### src/rtl/hex_display_mux_n.sv
// -----------------------------------------------------------------------------
// hex_display_mux_n
//
// Time-multiplexed driver for a row of common-anode 7-segment displays.
// A packed hex word is decoded one digit at a time while the anodes are
// scanned at a programmable rate. Each slot starts with one dead cycle so the
// previous digit's segments never ghost onto the next anode. Brightness is a
// free-running PWM compare. Leading zeros can be blanked, and new values are
// loaded through a staging register that commits only at a frame boundary,
// so a digit never changes in the middle of its slot.
//
// Parameters
//   DIGITS          number of digits scanned (>= 2)
//   PRESCALE        clock cycles per digit slot (>= 4)
//   DUTY_BITS       width of the brightness control
//   SEG_ACTIVE_LOW  1: seg outputs are active-low
//   AN_ACTIVE_LOW   1: anode outputs are active-low
//
// Ports
//   clk         single clock
//   reset       asynchronous, active-low reset
//   hex_in      packed digits, digit i = hex_in[4i+3:4i], digit 0 rightmost
//   dp_in       decimal point per digit, 1 = lit
//   digit_en    live per-digit enable; 0 keeps that anode dark
//   blank_lz    live leading-zero blanking enable
//   brightness  PWM on-time; 0 = dark, all-ones = always on
//   load        request to capture hex_in / dp_in into staging
//   busy        a captured value is waiting for the next frame boundary
//   frame_tick  one-cycle pulse one cycle after each frame boundary
//   an          anode drives
//   seg         seg[6:0] = gfedcba, seg[7] = dp
// -----------------------------------------------------------------------------
module hex_display_mux_n #(
   parameter int DIGITS         = 8,
   parameter int PRESCALE       = 50000,
   parameter int DUTY_BITS      = 4,
   parameter int SEG_ACTIVE_LOW = 1,
   parameter int AN_ACTIVE_LOW  = 1
) (
   input  logic                 clk,
   input  logic                 reset,
   input  logic [4*DIGITS-1:0]  hex_in,
   input  logic [DIGITS-1:0]    dp_in,
   input  logic [DIGITS-1:0]    digit_en,
   input  logic                 blank_lz,
   input  logic [DUTY_BITS-1:0] brightness,
   input  logic                 load,
   output logic                 busy,
   output logic                 frame_tick,
   output logic [DIGITS-1:0]    an,
   output logic [7:0]           seg
);

   localparam int PRE_W = $clog2(PRESCALE);
   localparam int IDX_W = $clog2(DIGITS);

   localparam logic [PRE_W-1:0] PRE_LAST = PRE_W'(PRESCALE - 1);
   localparam logic [IDX_W-1:0] IDX_LAST = IDX_W'(DIGITS - 1);

   // XOR masks that turn active-high internal values into pin polarity.
   // They double as the "all inactive" reset value of the pins.
   localparam logic [DIGITS-1:0] AN_INV  = {DIGITS{AN_ACTIVE_LOW != 0}};
   localparam logic [7:0]        SEG_INV = {8{SEG_ACTIVE_LOW != 0}};

   typedef enum logic {
      LOAD_IDLE,
      LOAD_PENDING
   } load_state_t;

   // ---------------------------------------------------------------------------
   // Scan timing
   // ---------------------------------------------------------------------------
   logic [PRE_W-1:0]     pre_cnt;
   logic [IDX_W-1:0]     idx;
   logic [DUTY_BITS-1:0] duty_cnt;
   logic                 slot_end;
   logic                 frame_boundary;

   assign slot_end       = (pre_cnt == PRE_LAST);
   assign frame_boundary = slot_end && (idx == IDX_LAST);

   always_ff @(posedge clk or negedge reset) begin
      if (!reset) begin
         pre_cnt  <= '0;
         idx      <= '0;
         duty_cnt <= '0;
      end else begin
         // NOTE: sequential state uses non-blocking assignments so every
         // register samples the pre-edge values of the others.
         duty_cnt <= duty_cnt + 1'b1;
         if (slot_end) begin
            pre_cnt <= '0;
            idx     <= (idx == IDX_LAST) ? '0 : idx + 1'b1;
         end else begin
            pre_cnt <= pre_cnt + 1'b1;
         end
      end
   end

   // ---------------------------------------------------------------------------
   // Load handshake: IDLE accepts a capture, PENDING waits for the boundary.
   // A load arriving while PENDING is simply not seen.
   // ---------------------------------------------------------------------------
   load_state_t load_state;
   load_state_t load_state_next;
   logic        capture;
   logic        commit;

   always_ff @(posedge clk or negedge reset) begin
      if (!reset) begin
         load_state <= LOAD_IDLE;
      end else begin
         load_state <= load_state_next;
      end
   end

   always_comb begin
      // NOTE: every signal driven here gets a default first, so no path
      // leaves one unassigned and no latch is inferred.
      load_state_next = load_state;
      capture         = 1'b0;
      commit          = 1'b0;
      unique case (load_state)
         LOAD_IDLE: begin
            // A load on the boundary cycle itself lands here: it is captured
            // now and committed at the following boundary.
            if (load) begin
               capture         = 1'b1;
               load_state_next = LOAD_PENDING;
            end
         end
         LOAD_PENDING: begin
            if (frame_boundary) begin
               commit          = 1'b1;
               load_state_next = LOAD_IDLE;
            end
         end
         default: load_state_next = LOAD_IDLE;
      endcase
   end

   assign busy = (load_state == LOAD_PENDING);

   // ---------------------------------------------------------------------------
   // Staging and display registers
   // ---------------------------------------------------------------------------
   logic [4*DIGITS-1:0] staging_hex;
   logic [DIGITS-1:0]   staging_dp;
   logic [4*DIGITS-1:0] display_hex;
   logic [DIGITS-1:0]   display_dp;

   always_ff @(posedge clk or negedge reset) begin
      if (!reset) begin
         // NOTE: these data registers are reset on purpose: the display must
         // come up showing zero and a pending value must not survive reset.
         // A plain datapath register would normally be left without reset.
         staging_hex <= '0;
         staging_dp  <= '0;
         display_hex <= '0;
         display_dp  <= '0;
      end else begin
         if (capture) begin
            staging_hex <= hex_in;
            staging_dp  <= dp_in;
         end
         if (commit) begin
            display_hex <= staging_hex;
            display_dp  <= staging_dp;
         end
      end
   end

   // ---------------------------------------------------------------------------
   // Leading-zero detection: lz_mask[i] is set when digit i and every digit
   // above it are zero in the display register.
   // ---------------------------------------------------------------------------
   logic [DIGITS-1:0] lz_mask;

   always_comb begin
      logic run;
      run     = 1'b1;
      lz_mask = '0;
      for (int i = DIGITS - 1; i >= 0; i--) begin
         run        = run && (display_hex[4*i +: 4] == 4'h0);
         lz_mask[i] = run;
      end
   end

   // ---------------------------------------------------------------------------
   // Current-slot decode
   // ---------------------------------------------------------------------------
   function automatic logic [6:0] hex_to_seg(input logic [3:0] h);
      logic [6:0] s;
      case (h)
         4'h0:    s = 7'h3F;
         4'h1:    s = 7'h06;
         4'h2:    s = 7'h5B;
         4'h3:    s = 7'h4F;
         4'h4:    s = 7'h66;
         4'h5:    s = 7'h6D;
         4'h6:    s = 7'h7D;
         4'h7:    s = 7'h07;
         4'h8:    s = 7'h7F;
         4'h9:    s = 7'h6F;
         4'hA:    s = 7'h77;
         4'hB:    s = 7'h7C;
         4'hC:    s = 7'h39;
         4'hD:    s = 7'h5E;
         4'hE:    s = 7'h79;
         default: s = 7'h71;
      endcase
      return s;
   endfunction

   logic [3:0]        cur_nibble;
   logic              cur_blank;
   logic              duty_ok;
   logic              anode_on;
   logic [DIGITS-1:0] an_raw;
   logic [7:0]        seg_raw;

   assign cur_nibble = display_hex[4*idx +: 4];

   // Digit 0 always shows something, even a lone zero.
   assign cur_blank  = blank_lz && (idx != '0) && lz_mask[idx];

   // All-ones brightness means 100 %; a plain compare would lose one cycle
   // in every PWM period.
   assign duty_ok    = (duty_cnt < brightness) || (&brightness);

   // Cycle 0 of every slot is dead time against ghosting.
   assign anode_on   = (pre_cnt != '0) && digit_en[idx] && duty_ok;

   always_comb begin
      an_raw      = '0;
      an_raw[idx] = anode_on;
   end

   // Blanking only clears the glyph; the decimal point is kept.
   assign seg_raw = {display_dp[idx], cur_blank ? 7'h00 : hex_to_seg(cur_nibble)};

   // ---------------------------------------------------------------------------
   // Registered pin drives; polarity is applied at the very end.
   // ---------------------------------------------------------------------------
   always_ff @(posedge clk or negedge reset) begin
      if (!reset) begin
         an         <= AN_INV;
         seg        <= SEG_INV;
         frame_tick <= 1'b0;
      end else begin
         an         <= an_raw ^ AN_INV;
         seg        <= seg_raw ^ SEG_INV;
         frame_tick <= frame_boundary;
      end
   end

endmodule

### config.mk
export PLATFORM = sky130hd
export DESIGN_NAME = hex_display_mux_n
export DESIGN_NICKNAME = d
export VERILOG_FILES = /design/src/rtl/hex_display_mux_n.sv
export SDC_FILE = /design/constraint.sdc
export NUM_CORES = 1
export LEC_CHECK = 0
export BUFFER_PORTS_ARGS = -buffer_cell sky130_fd_sc_hd__buf_2
export CAP_MARGIN = 20
export CORE_MARGIN = 1
export CORE_UTILIZATION = 55
export CTS_BUF_LIST = sky130_fd_sc_hd__clkbuf_16
export CTS_CLUSTER_SIZE = 20
export DETAILED_ROUTE_END_ITERATION = 8
export PLACE_DENSITY = 0.78
export SLEW_MARGIN = 20
export SYNTH_ARGS = -nofsm -noshare
export SYNTH_HDL_FRONTEND = slang
export SYNTH_SLANG_ARGS = --single-unit
export TNS_END_PERCENT = 20
### constraint.sdc
create_clock -name clk -period 3.15 [get_ports clk]
set_input_delay 0.63 -clock clk [delete_from_list [all_inputs] [get_ports clk]]
set_output_delay 0.63 -clock clk [all_outputs]
set_load 0.05 [all_outputs]
# Word-level counts from Yosys, hierarchy flattened
# Memory sizes are Yosys's and may differ from the RTL's.
# Index checks and enable logic that the tools add are counted.
[op_classes]
n_addsub = 3
order_cmp = 3
eq_ne = 2
shift = 1
n_mux = 17
n_bitwise = 4
n_reduce_logical = 25
[op_table]
columns = ["cell", "n"]
rows = [
  ["$logic_not 4->1", 8],
  ["$shiftx 32x6->4", 1],
  ["$add 16x1->16 const B", 1],
  ["$eq 16x16->1 const B", 1],
  ["$mux 16", 1],
  ["$not 8->8", 2],
  ["$reduce_bool 16->1", 1],
  ["$logic_and 1x1->1", 13],
  ["$bmux 1 s3", 3],
  ["$mux 1", 9],
  ["$and 8x8->8", 1],
  ["$mux 7", 1],
  ["$add 4x1->4 const B", 1],
  ["$lt 3x4->1 const B", 1],
  ["$lt 4x4->1", 1],
  ["$reduce_and 4->1", 1],
  ["$add 3x1->3 const B", 1],
  ["$demux 1 s3", 1],
  ["$eq 3x3->1 const B", 1],
  ["$ge 3x1->1 const B", 1],
  ["$mux 3", 1],
  ["$reduce_bool 3->1", 1],
  ["$pmux 1 s2", 1],
  ["$logic_or 1x1->1", 1],
  ["$not 1->1", 1],
]
[totals]
regBits = 121
romBits = 112
in_bits = 56
mem_count = 1
[mem_list]
columns = ["memory", "depth", "width", "read_ports", "rd_ports_with_merged_regs", "write_ports", "line", "rtl"]
rows = [
  ["(no name shown)", 16, 7, 1, 0, 0, "194", "case (h)"],
]

# Depth between registers and ports, before layout
# Gate-level depths: netlist of run 1.
[logic_depth]
depth_word = 13
depth_mapped = 10
ltp_nobuf = 8

# Worst setup path before layout of run 1
# No wires, ideal clock.
[synth_timing]
path_type = "register to register"
from = "register idx[0]"
to = "register seg[3]"
t_arrival_ps = 2057
t_required_ps = 3046
setup_slack_ps = 989
path_stages_with_launch = 9
path_buffers = 1
synth_period_minus_slack_ps = 2161
path_cell_list = "dfrtp_1 buf_2 mux4_2 mux2i_1 inv_1 ha_1 nand2b_1 o211ai_1 o211ai_1"
[synth_via]
elab_chain_len = 5
elab_cells_between_ends = 9
cone_classes = "shift (1); mux (3); bitwise (1); reduce/logical (3); memory (1)"
[synth_lines]
columns = ["element", "line", "rtl"]
rows = [
  ["start, declared", "74", "logic [IDX_W-1:0] idx;"],
  ["start signal, assigned", "93", "idx <= (idx == IDX_LAST) ? '0 : idx + 1'b1;"],
  ["parallel branches: the longest is 3 deep, another holds $mem_v2 16x7", "-", ""],
  ["$mux 7 (*)", "240", "assign seg_raw = {display_dp[idx], cur_blank ? 7'h00 : hex_to_seg(cur_nibble)};"],
  ["$not 8->8 (no source line) (*)", "-", ""],
  ["end signal, assigned", "252", "seg <= seg_raw ^ SEG_INV;"],
  ["end, declared", "51", "output logic [7:0] seg"],
]
# Every way passes the cells marked *. The select of a mux whose other input is x is not followed.
# A chain may end at the register's enable or synchronous reset.

# Worst setup path in the final report of run 1
[layout_timing]
from = "register idx[1]"
to = "register seg[4]"
# The elaborated chain is that of the path after synthesis.

==> results of run 1 <==
[logic make-up after synthesis]
family,after synthesis,share of synthesized area [%]
mux,97,23.5
xor+xnor,16,2.50
compound gates,39,4.54
flops,121,54.4
buf+inv,30,2.68
fa+ha+maj,14,3.13
simple gates,92,9.18
[state kept, by name, indices dropped and copies added, names as in the netlist]
signal,cells
an,8
busy,1
display_dp,8
display_hex,32
duty_cnt,4
frame_tick,1
idx,3
pre_cnt,16
seg,8
staging_dp,8
staging_hex,32
[cell type report]
cell class              count  area (µm²)
fillers                   731        3140
flip-flops and latches    121        3050
multi-input cells         258        2410
clock buffers              17         425
repair buffers             79         425
clock inverters            15         166
well taps                 133         166
inverters                  11        41.3
[critical path, delay by kind of cell, from the launching register on]
family          cells  cell delay [ns]
flops               1             0.88
buf+inv             2             0.59
compound gates      4             0.81
fa+ha+maj           1             0.23
simple gates        1             0.09
[layer usage]
layer / up-vias / global-route usage (%)
li1: 1651 / -
met1: 1773 / 30.1
met2: 86 / 37.2
met3: 16 / 6.24
met4: 0 / 11.5
met5: - / 0
[metrics by stage]
step                utilization (%)  instance area (µm²)  cells
floorplan                         -                 5600    409
global placement               62.0                 6090    602
detailed placement             62.0                 6090    602
CTS                            68.0                 6680    634
global route                   68.0                 6680    634
finish                         68.0                 6680    634
[power groups by stage]
stage | Combinational [mW] | Sequential [mW] | Clock (mW)
finish | 0.143 | 1.67 | 1.94
global route | 0.162 | 1.67 | 2.04
CTS | 0.147 | 1.67 | 1.96
detailed placement | 0.146 | 1.69 | 0
global placement | 0.140 | 1.69 | 0
floorplan | 0.0662 | 1.68 | 0
[worst paths after layout]
check	from	end	slack [ns]	depth (start not counted)
hold / removal	reset	duty_cnt[1]	0.18	1
min in group clk	hex_in[26]	staging_hex[26]	0.44	2
setup / recovery	idx[1]	seg[4]	0.46	8
setup reg to reg	idx[1]	seg[4]	0.46	8
hold reg to reg	duty_cnt[3]	duty_cnt[3]	0.48	1
max in group asynchronous	reset	idx[2]	2.17	2
[layout by cell type (no fill, tap or decap), types with 3 or more instances in the layout]
master / Yosys / routed
sky130_fd_sc_hd__nand2_1: 19 / 19
sky130_fd_sc_hd__clkbuf_16: 0 / 17
sky130_fd_sc_hd__and3_1: 8 / 8
sky130_fd_sc_hd__dfrtp_1: 105 / 105
sky130_fd_sc_hd__dfstp_2: 16 / 16
sky130_fd_sc_hd__ha_1: 14 / 14
sky130_fd_sc_hd__a21oi_1: 5 / 5
sky130_fd_sc_hd__clkinv_2: 0 / 4
sky130_fd_sc_hd__clkinv_1: 1 / 5
sky130_fd_sc_hd__inv_1: 9 / 12
sky130_fd_sc_hd__mux2_2: 41 / 41
sky130_fd_sc_hd__nor2_1: 14 / 14
sky130_fd_sc_hd__o21ai_0: 13 / 13
sky130_fd_sc_hd__mux2i_1: 9 / 9
sky130_fd_sc_hd__mux4_2: 8 / 8
sky130_fd_sc_hd__buf_2: 3 / 72
sky130_fd_sc_hd__nor4_1: 15 / 15
sky130_fd_sc_hd__xnor2_1: 6 / 6
sky130_fd_sc_hd__o211ai_1: 7 / 7
sky130_fd_sc_hd__buf_4: 1 / 6
sky130_fd_sc_hd__nand3_1: 14 / 14
sky130_fd_sc_hd__mux2_4: 39 / 39
sky130_fd_sc_hd__nor3_1: 4 / 4
sky130_fd_sc_hd__nand2b_1: 3 / 3
sky130_fd_sc_hd__bufinv_16: 0 / 4
sky130_fd_sc_hd__xor2_1: 10 / 10
==> run summary, run 1 <==
### Status
- outcome: finished, final reports clean

### Floorplanning
- I/O pin total: 74
- horizontal die dimension: 103 µm
- Chip Height: 103 µm
- initial core utilization: 57.0%
- die outline area: 10600 µm²
- core area: 9820 µm²
- row cnt: 36

### Timing
- Final Hold Slack: 0.181 ns
- Final setup viols: 0
- total count of hold-check failures in the final report: 0
- Worst slew margin: 41.6%
- setup repair after global routing missed its margin: no
- largest clock skew in the final design: 0.0102 ns
- max-slew violation total from the final report: 0
- achievable clock frequency: 372 MHz
- clock period minus worst slack: 2.69 ns
- worst setup margin: 0.462 ns
- transition at the pin with the smallest max-transition slack: 0.851 ns
- share of the cycle needed by the critical path after routing: 85.3%
- setup total negative slack: 0 ns

### Place
- Setup Slack @ Placement: 0.571 ns
- half-perimeter wire length after placement: 7.35 mm
- count of buffers from port buffering: 73
- last weighted congestion value of the routability-driven placer: 0.892

### Synth
- number of enable-type register cells in the synthesized netlist: 0
- proportion of synthesized flip-flops having asynchronous set or reset: 100%
- number of distinct standard cells referenced by the synthesized netlist: 49
- cell taking the most area after synthesis: sky130_fd_sc_hd__dfrtp_1
- Commonest cells post-synth: sky130_fd_sc_hd__dfrtp_1 (105), sky130_fd_sc_hd__mux2_2 (41), sky130_fd_sc_hd__mux2_4 (39), sky130_fd_sc_hd__nand2_1 (19), sky130_fd_sc_hd__dfstp_2 (16)
- area of the mapped netlist: 5600 µm²
- register area share after synthesis: 54.4%
- Synth Area per Inst: 13.7 µm²
- post-synthesis cell count: 409
- number of warnings reported in the yosys synthesis log: 0
- fraction of post-synthesis cell area in the top cell type by area: 46.9%
- synth top area cells: sky130_fd_sc_hd__dfrtp_1 (47%), sky130_fd_sc_hd__mux2_4 (10%), sky130_fd_sc_hd__mux2_2 (8.2%)
- post-synthesis sequential element count: 121
- Synth Flop Type: sky130_fd_sc_hd__dfrtp_1
- Synthesized Nets: 479
- cell with the most instances after synthesis: sky130_fd_sc_hd__dfrtp_1

### Drt
- count of unresolved DRC violations after routing: 0
- Post-DRT Antenna Nets: 0
- highest routed metal layer: met4
- 1st-iter DRT viols: 186
- Routed met2 length: 5.32 mm
- wirelength, routed: 10.7 mm
- total vias in the final route: 3526
- sum of routed wire segments on met1: 4.83 mm
- Initial DRT Pass Iterations: 5
- Routed met3 length: 412 µm
- drt wl/cell: 17.0 µm
- vias per std cell: 5.56

### Clock network
- post-CTS clock slew at the launch and capture registers of the worst setup and hold paths: 0.05 ns
- number of H-tree levels: 4
- clock tree from TritonCTS: built
- post-cts gate resize count: 0
- setup repair bufs after CTS: 0
- buffer depth of the longest clock path: 2
- CTS root buf: sky130_fd_sc_hd__clkbuf_16
- number of buffers added by the clock tree synthesis step: 17
- clock tree sinks: 121
- clock latency on the worst-skew pair: 0.42 ns
- CTS hold repair buffers: 0

### Global routing
- total track usage: 23.5%
- pin count of the biggest net entering global routing: 86
- first-pass GRT wire length: 18.2 mm
- GRT Residual Overflow: 0
- antenna violations before repair: 0
- vias in the first global route: 3640

### Worst setup path
- Worst Path Arrival: 3.00 ns
- required time at the worst-slack endpoint: 3.47 ns
- type of the worst setup path: reg -> reg
- cell with the biggest individual delay on the critical path: sky130_fd_sc_hd__dfrtp_1
- Crit Path Max Fanout: 24
- endpoint class of the critical path: flip-flop
- startpoint class of the critical path: flip-flop
- maximum cell stage delay along the critical path: 0.88 ns
- ordered list of cells on the worst path: clkinv_1 > a31oi_1 > o2bb2ai_1 > inv_1 > ha_1 > a21oi_1 > a22oi_1 > nand2_1

### Power and ir drop
- ratio of total power to cell area: 561 nW/µm²
- sum of internal, switching and leakage power: 3.75 mW
- switching power total: 750 µW
- LEAKAGE: 3.29 nW
- Max VDD drop: 0.318 mV
- internal power of the cells: 3.00 mW
- share of total power in combinational logic: 3.8%
- part of the power in registers: 44.4%
- clock power share: 51.7%
- sw frac: 20.0%

### Final layout
- final-stage net count: 558
- relative area change from synthesis to final layout: 19.3%
- fraction of final layout cells sized beyond drive strength 1: 42.9%
- Inserted Diodes: 0

### Min path
- worst min-delay path class: in -> async

### Flow run
- max-cap viol count: 0

(Power assumes the default switching activity.)
==> run 2, diff against run 1 <==
==> constraint.sdc (replaced) <==
create_clock -name clk -period 2.82 [get_ports clk]
set_input_delay 0.564 -clock clk [delete_from_list [all_inputs] [get_ports clk]]
set_output_delay 0.564 -clock clk [all_outputs]
set_load 0.05 [all_outputs]
==> run summary, run 2 (synthesis gave the netlist of run 1 again) <==
### Status
- outcome: finished, final reports clean

### Clock network
- clock tree sinks: 121
- CTS root buf: sky130_fd_sc_hd__clkbuf_16
- setup repair bufs after CTS: 0
- clock latency on the worst-skew pair: 0.41 ns
- number of H-tree levels: 4
- post-CTS clock slew at the launch and capture registers of the worst setup and hold paths: 0.06 ns
- clock tree from TritonCTS: built
- post-cts gate resize count: 0
- number of buffers added by the clock tree synthesis step: 17
- CTS hold repair buffers: 0
- buffer depth of the longest clock path: 2

### Global routing
- vias in the first global route: 3664
- pin count of the biggest net entering global routing: 42
- total track usage: 23.1%
- antenna violations before repair: 0
- first-pass GRT wire length: 18.2 mm
- GRT Residual Overflow: 0

### Drt
- total vias in the final route: 3533
- count of unresolved DRC violations after routing: 0
- vias per std cell: 5.52
- 1st-iter DRT viols: 196
- Initial DRT Pass Iterations: 4
- drt wl/cell: 16.6 µm
- wirelength, routed: 10.6 mm
- Post-DRT Antenna Nets: 0

### Timing
- Final setup viols: 0
- largest clock skew in the final design: 0.00925 ns
- max-slew violation total from the final report: 0
- share of the cycle needed by the critical path after routing: 86.1%
- setup total negative slack: 0 ns
- transition at the pin with the smallest max-transition slack: 0.714 ns
- clock period minus worst slack: 2.43 ns
- setup repair after global routing missed its margin: no
- total count of hold-check failures in the final report: 0
- Final Hold Slack: 0.122 ns
- Worst slew margin: 52.0%
- achievable clock frequency: 412 MHz

### Worst setup path
- type of the worst setup path: reg -> reg
- endpoint class of the critical path: flip-flop
- Worst Path Arrival: 2.76 ns
- startpoint class of the critical path: flip-flop
- required time at the worst-slack endpoint: 3.15 ns
- Crit Path Max Fanout: 17

### Final layout
- cell area after layout: 6740 µm²
- final-stage net count: 564
- Inserted Diodes: 0
- relative area change from synthesis to final layout: 20.3%
- most common cell after layout, fill and taps aside: sky130_fd_sc_hd__dfrtp_1
- fraction of the core area covered by cells at the end of the flow: 68.6%
- fraction of final layout cells sized beyond drive strength 1: 44.8%
- largest registers in the final layout: display_hex (32), staging_hex (32), pre_cnt (16)
- Filler cells: 709
- area taken by multi-input logic gates: 2410 µm²
- Seq. cell area: 3050 µm²
- commonest cells after routing, fill and taps aside: sky130_fd_sc_hd__dfrtp_1 (105), sky130_fd_sc_hd__buf_2 (72), sky130_fd_sc_hd__mux2_2 (41), sky130_fd_sc_hd__mux2_4 (39), sky130_fd_sc_hd__nand2_1 (19)

### Place
- half-perimeter wire length after placement: 7.47 mm
- last weighted congestion value of the routability-driven placer: 0.849
- placed inst area: 6150 µm²
- count of buffers from port buffering: 73

### Power and ir drop
- part of the power in registers: 44.6%
- share of total power in combinational logic: 3.9%
- internal power of the cells: 3.23 mW
- sw frac: 22.6%
- clock power share: 51.5%
- ratio of total power to cell area: 618 nW/µm²
- LEAKAGE: 3.30 nW
- Max VDD drop: 0.506 mV
- switching power total: 939 µW

### Min path
- worst min-delay path class: in -> async

### Floorplanning
- core area: 9820 µm²
- initial core utilization: 57.0%
- die outline area: 10600 µm²
- row cnt: 36
- I/O pin total: 74
- Chip Height: 103 µm
- horizontal die dimension: 103 µm

### Flow run
- max-cap viol count: 0

[run 2: cell types whose count changed in the layout (fill, tap and decap cells not counted), sizes merged]
cell,previous run,this run
buf,79,85
bufinv,4,2
clkinv,9,5
clkinvlp,0,2
inv,13,17
[run 2: worst max-delay path, stage by stage (launching register included)]
cell	delay [ns]
sky130_fd_sc_hd__dfrtp_1	0.72
sky130_fd_sc_hd__and3_1	0.27
sky130_fd_sc_hd__a31oi_1	0.04
sky130_fd_sc_hd__o2bb2ai_1	0.47
sky130_fd_sc_hd__inv_1	0.14
sky130_fd_sc_hd__ha_1	0.34
sky130_fd_sc_hd__nand2_1	0.08
sky130_fd_sc_hd__o21ai_0	0.08
sky130_fd_sc_hd__o211ai_1	0.18
[run 2: area by class of cell]
class	count	share of cell area, %
clock buffers	17	6.31
clock inverters	15	2.45
multi-input cells	258	35.7
flip-flops and latches	121	45.2
inverters	11	0.613
repair buffers	85	7.17
well taps	133	2.47
[run 2: stage by stage]
stage / setup WS, ns / std cells / power, mW
CTS: 0.407 / 640 / 4.21
finish: 0.391 / 640 / 4.16
floorplan: 0.659 / 409 / 1.95
global route: 0.202 / 640 / 4.32
global placement: 0.570 / 608 / 2.04
detailed placement: 0.447 / 608 / 2.05
[run 2: metal layers]
layer	vias up	GRT usage, %	share of wire (%)
met5	-	0	0
met4	0	8.23	1.7
met3	15	5.90	3.4
met2	78	37.0	49
met1	1768	30.9	46
li1	1672	-	-
[run 2: power groups by stage]
stage | registers [mW] | clock network (mW) | logic [mW]
after floorplan | 1.87 | 0 | 0.0739
after global placement | 1.88 | 0 | 0.158
after detailed placement | 1.89 | 0 | 0.166
after CTS | 1.86 | 2.18 | 0.167
after global routing | 1.87 | 2.27 | 0.184
final | 1.86 | 2.14 | 0.162
[run 2: path summary, 6_finish.rpt]
path	startpoint	to	slack, ns	cells past startpoint
worst max register to register	idx[1]	seg[3]	0.39	8
worst min-delay path	reset	pre_cnt[2]	0.12	1
min in group clk	hex_in[10]	staging_hex[10]	0.38	2
max in group asynchronous	reset	seg[1]	1.98	2
worst max-delay path	idx[1]	seg[3]	0.39	8
worst min register to register	duty_cnt[3]	duty_cnt[3]	0.47	1
==> run 3, diff against run 2 <==
--- a/config.mk
+++ b/config.mk
@@ -7,12 +7,14 @@
 export LEC_CHECK = 0
 export BUFFER_PORTS_ARGS = -buffer_cell sky130_fd_sc_hd__buf_2
 export CAP_MARGIN = 20
+export CELL_PAD_IN_SITES_DETAIL_PLACEMENT = 1
+export CELL_PAD_IN_SITES_GLOBAL_PLACEMENT = 2
 export CORE_MARGIN = 1
-export CORE_UTILIZATION = 55
+export CORE_UTILIZATION = 40
 export CTS_BUF_LIST = sky130_fd_sc_hd__clkbuf_16
 export CTS_CLUSTER_SIZE = 20
 export DETAILED_ROUTE_END_ITERATION = 8
-export PLACE_DENSITY = 0.78
+export PLACE_DENSITY = 0.8
 export SLEW_MARGIN = 20
 export SYNTH_ARGS = -nofsm -noshare
 export SYNTH_HDL_FRONTEND = slang
==> run summary, run 3 (synthesis gave the netlist of run 1 again) <==
### Status
- outcome: finished, final reports clean

### Global routing
- total track usage: 19.2%
- first-pass GRT wire length: 21.1 mm
- antenna violations before repair: 0
- pin count of the biggest net entering global routing: 49
- vias in the first global route: 3945
- GRT Residual Overflow: 0

### Final layout
- most common cell after layout, fill and taps aside: sky130_fd_sc_hd__dfrtp_1
- cell area after layout: 6850 µm²
- fraction of the core area covered by cells at the end of the flow: 50.9%
- largest registers in the final layout: display_hex (32), staging_hex (32), pre_cnt (16)
- commonest cells after routing, fill and taps aside: sky130_fd_sc_hd__dfrtp_1 (105), sky130_fd_sc_hd__buf_2 (72), sky130_fd_sc_hd__mux2_2 (41), sky130_fd_sc_hd__mux2_4 (39), sky130_fd_sc_hd__nand2_1 (19)
- Filler cells: 1404
- Inserted Diodes: 0
- fraction of final layout cells sized beyond drive strength 1: 44.4%
- final-stage net count: 562
- relative area change from synthesis to final layout: 22.3%

### Timing
- share of the cycle needed by the critical path after routing: 84.5%
- achievable clock frequency: 420 MHz
- worst setup margin: 0.438 ns
- setup total negative slack: 0 ns
- setup repair after global routing missed its margin: no
- clock period minus worst slack: 2.38 ns
- Final Hold Slack: 0.168 ns
- largest clock skew in the final design: 0.00833 ns
- Worst slew margin: 53.0%
- total count of hold-check failures in the final report: 0
- max-slew violation total from the final report: 0
- transition at the pin with the smallest max-transition slack: 0.699 ns
- Final setup viols: 0

### Clock network
- post-CTS clock slew at the launch and capture registers of the worst setup and hold paths: 0.05 ns
- CTS root buf: sky130_fd_sc_hd__clkbuf_16
- clock latency on the worst-skew pair: 0.42 ns
- setup repair bufs after CTS: 0
- buffer depth of the longest clock path: 2
- clock tree from TritonCTS: built
- clock tree sinks: 121
- number of buffers added by the clock tree synthesis step: 17
- number of H-tree levels: 4
- post-cts gate resize count: 0
- CTS hold repair buffers: 0

### Drt
- 1st-iter DRT viols: 102
- wirelength, routed: 12.3 mm
- count of unresolved DRC violations after routing: 0
- total vias in the final route: 3610
- Post-DRT Antenna Nets: 0
- Initial DRT Pass Iterations: 4
- drt wl/cell: 18.0 µm
- vias per std cell: 5.30

### Worst setup path
- type of the worst setup path: reg -> reg
- Reg2Reg Launch Point: idx[0]
- cell with the biggest individual delay on the critical path: sky130_fd_sc_hd__dfrtp_1
- endpoint class of the critical path: flip-flop
- cell seen most often among critical-path stages: sky130_fd_sc_hd__o211ai_1
- maximum cell stage delay along the critical path: 0.69 ns
- Crit Path Max Fanout: 11
- required time at the worst-slack endpoint: 3.13 ns
- startpoint class of the critical path: flip-flop
- ordered list of cells on the worst path: mux4_2 > mux2i_1 > buf_4 > inv_1 > ha_1 > nand2b_1 > o211ai_1 > o211ai_1
- Worst Path Arrival: 2.69 ns
- worst reg2reg endpoint: seg[3]
- Register-to-Register Path Depth: 8
- worst setup slack for register-to-register paths: 0.44 ns

### Min path
- worst min-delay path class: in -> async

### Floorplanning
- core area: 13500 µm²
- Chip Height: 120 µm
- die outline area: 14500 µm²
- horizontal die dimension: 120 µm
- I/O pin total: 74
- row cnt: 42
- initial core utilization: 41.6%

### Power and ir drop
- internal power of the cells: 3.46 mW
- share of total power in combinational logic: 3.8%
- sw frac: 20.5%
- ratio of total power to cell area: 636 nW/µm²
- LEAKAGE: 3.33 nW
- clock power share: 53.5%
- Max VDD drop: 0.590 mV
- part of the power in registers: 42.7%
- switching power total: 893 µW

### Place
- half-perimeter wire length after placement: 8.66 mm
- count of buffers from port buffering: 73
- placed inst area: 6210 µm²
- last weighted congestion value of the routability-driven placer: 0.801
- Setup Slack @ Placement: 0.432 ns

### Flow run
- max-cap viol count: 0

[run 3: cell count changes in the layout (fill, tap and decap cells not counted), sizes merged]
cell / before / now
buf: 85 / 83
bufinv: 2 / 5
clkinv: 5 / 7
inv: 17 / 12
[run 3: worst max path at each step]
stage,slack [ns],to,from
floorplan,0.66,seg[3],idx[0]
global placement,0.48,seg[3],idx[0]
detailed placement,0.43,seg[3],idx[0]
CTS,0.41,seg[3],idx[0]
global route,0.15,seg[3],idx[0]
finish,0.44,seg[3],idx[0]
[run 3: final cells by class]
type	count	area (µm²)	area share [%]
clock inverter	15	210	3.07
inverter	11	41.3	0.603
sequential	121	3050	44.5
tap	176	220	3.22
clock buffer	17	425	6.21
multi-input combinational	258	2410	35.2
timing repair buffer	83	493	7.20
[run 3: routing by layer]
layer,vias to the layer above,wire length (µm),global-route usage [%]
li1,1654,-,-
met1,1865,5510,24.8
met2,68,6030,30.2
met3,23,461,5.52
met4,0,261,7.64
met5,-,0,0
[run 3: worst max-delay path: cells and delay by family, from the launching register on]
| family | cells | cell delay [ns] |
|---|---|---|
| muxes | 2 | 0.75 |
| and+or+nand+nor | 1 | 0.16 |
| adders and majority gates | 1 | 0.23 |
| buffers and inverters | 2 | 0.23 |
| DFF | 1 | 0.69 |
| AOI/OAI and AO/OA | 2 | 0.22 |
[run 3: power by group through the flow]
stage	Sequential [mW]	Clock (mW)	Combinational, mW
2_1_floorplan	1.87	0	0.0739
3_3_place_gp	1.89	0	0.161
3_5_place_dp	1.89	0	0.171
4_1_cts	1.86	2.38	0.171
5_1_grt	1.87	2.45	0.188
6_report	1.86	2.33	0.165
[run 3: per-stage QoR]
stage          cells  power (mW)
2_1_floorplan    409        1.95
3_3_place_gp     649        2.05
3_5_place_dp     649        2.06
4_1_cts          681        4.42
5_1_grt          681        4.51
6_report         681        4.35
